### src/rtl/de_regfile_scoreboard.sv
// Decode-stage GPR/CSR register file with per-register pending-write counters.
// Produces source operands (with WB write-through), the DE stall and the issue strobe.
module de_regfile_scoreboard #(
  parameter int DBITS     = 32,
  parameter int REGNOBITS = 5,
  parameter int REGWORDS  = 32,
  parameter int CSRNOBITS = 12
) (
  input  logic                 clk,
  input  logic                 reset,
  input  logic                 wb_wr_reg_i,
  input  logic [REGNOBITS-1:0] wb_wregno_i,
  input  logic [DBITS-1:0]     wb_regval_i,
  input  logic                 wb_wr_csr_i,
  input  logic [CSRNOBITS-1:0] wb_wcsrno_i,
  input  logic                 de_valid_i,
  input  logic                 flush_i,
  input  logic [REGNOBITS-1:0] rs1_i,
  input  logic [REGNOBITS-1:0] rs2_i,
  input  logic                 rs1_used_i,
  input  logic                 rs2_used_i,
  input  logic [REGNOBITS-1:0] rd_i,
  input  logic                 rd_wr_i,
  input  logic [CSRNOBITS-1:0] csr_rdno_i,
  output logic [DBITS-1:0]     rs1_val_o,
  output logic [DBITS-1:0]     rs2_val_o,
  output logic [DBITS-1:0]     csr_val_o,
  output logic                 hazard_o,
  output logic                 issue_o
);

  localparam logic [CSRNOBITS-1:0] CSR_MTVEC    = CSRNOBITS'(12'h305);
  localparam logic [CSRNOBITS-1:0] CSR_MSCRATCH = CSRNOBITS'(12'h340);
  localparam logic [CSRNOBITS-1:0] CSR_MEPC     = CSRNOBITS'(12'h341);
  localparam logic [CSRNOBITS-1:0] CSR_MCAUSE   = CSRNOBITS'(12'h342);

  logic [DBITS-1:0]    gpr_q [REGWORDS];
  logic [1:0]          pend_q [REGWORDS];
  logic [1:0]          pend_d [REGWORDS];
  logic [DBITS-1:0]    mtvec_q, mscratch_q, mepc_q, mcause_q;
  logic                gpr_we, csr_we, inc_en;
  logic [1:0]          pend_rs1, pend_rs2, pend_rd;
  logic                rs1_hz, rs2_hz, struct_hz, de_live;
  logic [REGWORDS-1:0] inc_vec, dec_vec;

  function automatic logic in_range(input logic [REGNOBITS-1:0] r);
    return 32'(r) < REGWORDS;
  endfunction

  function automatic logic is_csr(input logic [CSRNOBITS-1:0] c);
    return (c == CSR_MTVEC) || (c == CSR_MSCRATCH) || (c == CSR_MEPC) || (c == CSR_MCAUSE);
  endfunction

  // A matching WB write retires one pending write in the same cycle, so it only
  // unblocks a source that has exactly one outstanding write.
  function automatic logic src_hz(input logic used, input logic [1:0] p, input logic wb_hit);
    return used & ((p > 2'd1) | ((p == 2'd1) & ~wb_hit));
  endfunction

  // Writes are discarded while reset is high; gpr_we doubles as the dec strobe.
  assign gpr_we = wb_wr_reg_i & (wb_wregno_i != '0) & in_range(wb_wregno_i) & ~reset;
  assign csr_we = wb_wr_csr_i & ~reset;

  assign pend_rs1 = in_range(rs1_i) ? pend_q[rs1_i] : 2'd0;
  assign pend_rs2 = in_range(rs2_i) ? pend_q[rs2_i] : 2'd0;
  assign pend_rd  = in_range(rd_i)  ? pend_q[rd_i]  : 2'd0;

  assign rs1_hz    = src_hz(rs1_used_i, pend_rs1, gpr_we && (wb_wregno_i == rs1_i));
  assign rs2_hz    = src_hz(rs2_used_i, pend_rs2, gpr_we && (wb_wregno_i == rs2_i));
  assign struct_hz = rd_wr_i & (rd_i != '0) & (pend_rd == 2'd3) &
                     ~(gpr_we & (wb_wregno_i == rd_i));

  assign de_live  = ~reset & de_valid_i & ~flush_i;
  assign hazard_o = de_live & (rs1_hz | rs2_hz | struct_hz);
  assign issue_o  = de_live & ~hazard_o;
  assign inc_en   = issue_o & rd_wr_i & (rd_i != '0) & in_range(rd_i);

  always_comb begin
    rs1_val_o = '0;
    rs2_val_o = '0;
    if (!reset && rs1_i != '0 && in_range(rs1_i))
      rs1_val_o = (gpr_we && wb_wregno_i == rs1_i) ? wb_regval_i : gpr_q[rs1_i];
    if (!reset && rs2_i != '0 && in_range(rs2_i))
      rs2_val_o = (gpr_we && wb_wregno_i == rs2_i) ? wb_regval_i : gpr_q[rs2_i];
  end

  always_comb begin
    csr_val_o = '0;
    case (csr_rdno_i)
      CSR_MTVEC:    csr_val_o = mtvec_q;
      CSR_MSCRATCH: csr_val_o = mscratch_q;
      CSR_MEPC:     csr_val_o = mepc_q;
      CSR_MCAUSE:   csr_val_o = mcause_q;
      default:      csr_val_o = '0;
    endcase
    if (csr_we && wb_wcsrno_i == csr_rdno_i && is_csr(csr_rdno_i)) csr_val_o = wb_regval_i;
    if (reset) csr_val_o = '0;
  end

  // inc and dec on the same register cancel; dec of an idle counter saturates at 0.
  always_comb begin
    inc_vec = '0;
    dec_vec = '0;
    for (int r = 0; r < REGWORDS; r++) begin
      inc_vec[r] = inc_en && (rd_i == REGNOBITS'(r));
      dec_vec[r] = gpr_we && (wb_wregno_i == REGNOBITS'(r));
      pend_d[r]  = pend_q[r];
      if (r == 0) begin
        pend_d[r] = 2'd0;
      end else if (inc_vec[r] && !dec_vec[r]) begin
        if (pend_q[r] != 2'd3) pend_d[r] = pend_q[r] + 2'd1;
      end else if (dec_vec[r] && !inc_vec[r]) begin
        if (pend_q[r] != 2'd0) pend_d[r] = pend_q[r] - 2'd1;
      end
    end
  end

  always_ff @(posedge clk) begin
    if (reset) begin
      for (int r = 0; r < REGWORDS; r++) begin
        gpr_q[r]  <= '0;
        pend_q[r] <= 2'd0;
      end
      mtvec_q    <= '0;
      mscratch_q <= '0;
      mepc_q     <= '0;
      mcause_q   <= '0;
    end else begin
      for (int r = 0; r < REGWORDS; r++) pend_q[r] <= pend_d[r];
      if (gpr_we) gpr_q[wb_wregno_i] <= wb_regval_i;
      if (csr_we) begin
        case (wb_wcsrno_i)
          CSR_MTVEC:    mtvec_q    <= wb_regval_i;
          CSR_MSCRATCH: mscratch_q <= wb_regval_i;
          CSR_MEPC:     mepc_q     <= wb_regval_i;
          CSR_MCAUSE:   mcause_q   <= wb_regval_i;
          default:      ;
        endcase
      end
    end
  end

endmodule
### config.mk
export PLATFORM = sky130hd
export DESIGN_NAME = de_regfile_scoreboard
export DESIGN_NICKNAME = d
export VERILOG_FILES = /design/src/rtl/de_regfile_scoreboard.sv
export SDC_FILE = /design/constraint.sdc
export NUM_CORES = 2
export LEC_CHECK = 0
export CAP_MARGIN = 5
export CORE_ASPECT_RATIO = 0.75
export CORE_MARGIN = 2
export CORE_UTILIZATION = 30
export DETAILED_ROUTE_END_ITERATION = 7
export GPL_ROUTABILITY_DRIVEN = 0
export GPL_TIMING_DRIVEN = 0
export PLACE_DENSITY = 0.45
export SLEW_MARGIN = 20
export SYNTH_ARGS = -nofsm -noshare
export SYNTH_HDL_FRONTEND = slang
export SYNTH_SLANG_ARGS = --single-unit
### constraint.sdc
create_clock -name clk -period 3.34 [get_ports clk]
set_input_delay 0.668 -clock clk [delete_from_list [all_inputs] [get_ports clk]]
set_output_delay 0.668 -clock clk [all_outputs]
set_load 0.05 [all_outputs]
==> results.toml <==
[logic_synthesis]
yosysSeqAreaShare = 0.5199
ys_ff_latch = 1214
yosys_warnings = 0
synthArstFlopShare = 0
synth_cells = 5079
synth_area_leader_cell = "edfxtp_1"
synth_top_area_frac = 0.4627
synth_edf_count = 1024
syn_area_mm2 = 0.06646
ys.flop_type = "edfxtp_1"
avgSynthCellArea_um2 = 13.09
synthTopCellsByArea = "edfxtp_1 (46%), mux4_2 (16%), and2_1 (9.4%), dfxtp_1 (5.7%), mux2i_1 (5.4%)"
ys_types = 70

[drt]
drt_first_pass_iters = 8
postRouteAntennaNets = 0
via_per_inst = 5.774
num_vias = 50617
drc_errors = 6
wl_um = 328300
detail_route.iter0.violations = 7166
post_drt_wl_per_cell_um = 37.45

[final_layout]
layout_commonest_cell = "edfxtp_1"
fillers = 20462
regArea_mm2 = 0.03458
drive_above_1_share = 0.3464
multi_input_area_mm2 = 0.03445
nets = 5814
syn2layout_area_growth_pct = 32.59
final_cell_mix = "edfxtp_1 (1024), and2_1 (999), mux4_2 (487), mux2i_1 (305), clkbuf_1 (254)"

[sta]
fin_crit_ns = 3.952
period_share = 1.183
setup_ws_ns = -0.6121
worstMarginPinSlew_ns = 1.235
timing.hold.ws_ns = 0.3602
relSlewSlack = 0.1770
rsz0062_at_grt = "true"
setup_violations = 150
max_freq_mhz = 253.0
hold_violations = 0
skew_ns = 0.04319
slew_viol_final = 0

[die]
dieHeight_um = 411.6
ios = 183
die_x_um = 547.5
std_cell_rows = 149
die_area_mm2 = 0.2254
core_area_mm2 = 0.2200
start_util = 0.3021

[clocking]
cts_root_buf = "clkbuf_16"
clk_path_buf_depth = 3
cts_buffers = 146
h-tree-depth = 4
cts_sinks = 1214
insertion_delay_ns = 0.82
cts_tree = "built"
clk_pin_slew_ns = 0.06

[critical_path]
crit_type = "primary input to output port"
start_kind = "primary input"
cp.required_ns = 2.67
arrival_ns = 3.28
worstSetupEndpointType = "output port"
crit_fanout = 8

[grt]
grt_overflow = 0
antenna_found_initial = 35
first_global_vias = 47363
grt_pass1_wl_um = 431000
grt_util_all_layers = 0.2851
grt_max_degree = 33

[placed_design]
place.port_buffers = 140
dpl.hpwl_um = 237700

[power_and_ir_drop]
combinationalPowerShare = 0.185
total_power_w = 0.04113
power.switching_w = 0.01210
peakVddDrop_uv = 547.5
p_seq_frac = 0.425
internal_power_w = 0.02903
clkPwrFrac = 0.389
swShare = 0.2942
p_leak_nw = 30.71
p_per_area_mw_per_mm2 = 466.8

[outcome]
failed_checks = "DRC, setup timing"
status = "finished, violations left"

[min_path]
hold_class = "primary input to register"

[job]
cap_viol_max_count = 0
[Yosys cell counts (15+ instances only)]
cell type  number
o22ai_1        33
a221oi_1       77
ha_1           31
nand2_1       130
a22oi_1       125
o211ai_1       16
a31oi_1        36
and2_1       1000
nor4_1         22
a21oi_1       157
xor2_1         15
nand3_1        23
edfxtp_1     1024
o21ai_0       160
buf_6          16
a211oi_1       67
buf_4          41
nor2_1        241
dfxtp_1       190
mux2i_1       360
mux4_2        485
or2_2          32
nand2b_1       70
buf_1          26
clkbuf_1      361
nor3_1         69
inv_1          71
buf_2          83
[final timing paths]
| path | slack, ns | end | cells after the start | from |
|---|---|---|---|---|
| setup / recovery | -0.61 | rs2_val_o[22] | 13 | rs2_i[0] |
| hold / removal | 0.36 | mscratch_q[6] | 4 | wb_regval_i[6] |
| setup reg to reg | -0.18 | pend_q[5][0] | 15 | pend_q[18][1] |
| hold reg to reg | 0.46 | mscratch_q[2] | 2 | mscratch_q[2] |
[registers in the layout (all words and copies together) (netlist names)]
register    count
mcause_q       32
mscratch_q     32
mepc_q         32
pend_q         62
mtvec_q        32
gpr_q        1024
[kinds of logic (layout without fill, tap and decap cells)]
family,after synthesis,in the layout,synth area share
xor+xnor,27,27,0.003558
mux,857,857,0.2215
fa+ha+maj,31,31,0.005836
buf+inv,599,1300,0.03952
flops,1214,1214,0.5199
other cells,1,43,0.00005642
compound gates,697,697,0.06810
simple gates,1653,1653,0.1415
[power by group through the flow]
| stage | clock, W | combinational (W) | sequential [W] |
|---|---|---|---|
| after detailed placement | 0 | 0.00578 | 0.0178 |
| after global routing | 0.0166 | 0.00764 | 0.0176 |
| after CTS | 0.0161 | 0.00714 | 0.0175 |
| final | 0.0160 | 0.00762 | 0.0175 |
| after global placement | 0 | 0.00575 | 0.0178 |
| after floorplan | 0 | 0.00317 | 0.0176 |
[timing repair]
action                                  CTS  global route
gates cloned                             37             4
setup endpoints to repair               683           158
pin swaps                               217           188
gates resized for setup                1965           293
endpoints found under the hold margin     0             0
hold buffers                              0             0
setup buffers                           192            78
[per-stage QoR]
step / instance area [µm²] / instances / setup TNS, ns / utilization / setup WS (ns)
after floorplan: 68250 / 5110 / -3.199 / - / -0.2329
after global placement: 73330 / 8194 / -2183.43 / 0.3334 / -3.826
after detailed placement: 73510 / 8205 / -1496.53 / 0.3342 / -3.567
after CTS: 86480 / 8692 / -39.44 / 0.3931 / -0.5825
after global routing: 88100 / 8759 / -41.78 / 0.4005 / -0.5800
final: 88120 / 8766 / -38.59 / 0.4006 / -0.6121
[area by class of cell]
cell class / count / share of cell area
sequential: 1214 / 0.3924
multi-input combinational: 3297 / 0.3909
timing repair buffer: 448 / 0.06341
buffer: 519 / 0.05596
clock buffer: 195 / 0.04532
tap: 2944 / 0.04180
clock inverter: 66 / 0.006603
inverter: 72 / 0.003266
antenna: 11 / 0.0003124
[worst max-delay path, stage by stage]
cell and delay [ns]:
buf_12 0.11, buf_16 0.15, buf_16 0.19, buf_16 0.21, buf_12 0.15, buf_16 0.16
mux2i_1 0.16, a221oi_4 0.41, a22oi_1 0.18, a21oi_2 0.22, a211oi_4 0.08, nor3_4 0.27
buf_6 0.21
[layer usage]
layer | GRT usage | vias up | share of wire
li1 | - | 20470 | -
met1 | 0.4063 | 26714 | 0.42
met2 | 0.3978 | 2964 | 0.41
met3 | 0.1098 | 449 | 0.13
met4 | 0.08158 | 20 | 0.032
met5 | 0 | - | 0.00049
Note: power is estimated with default switching activity, not from simulation.
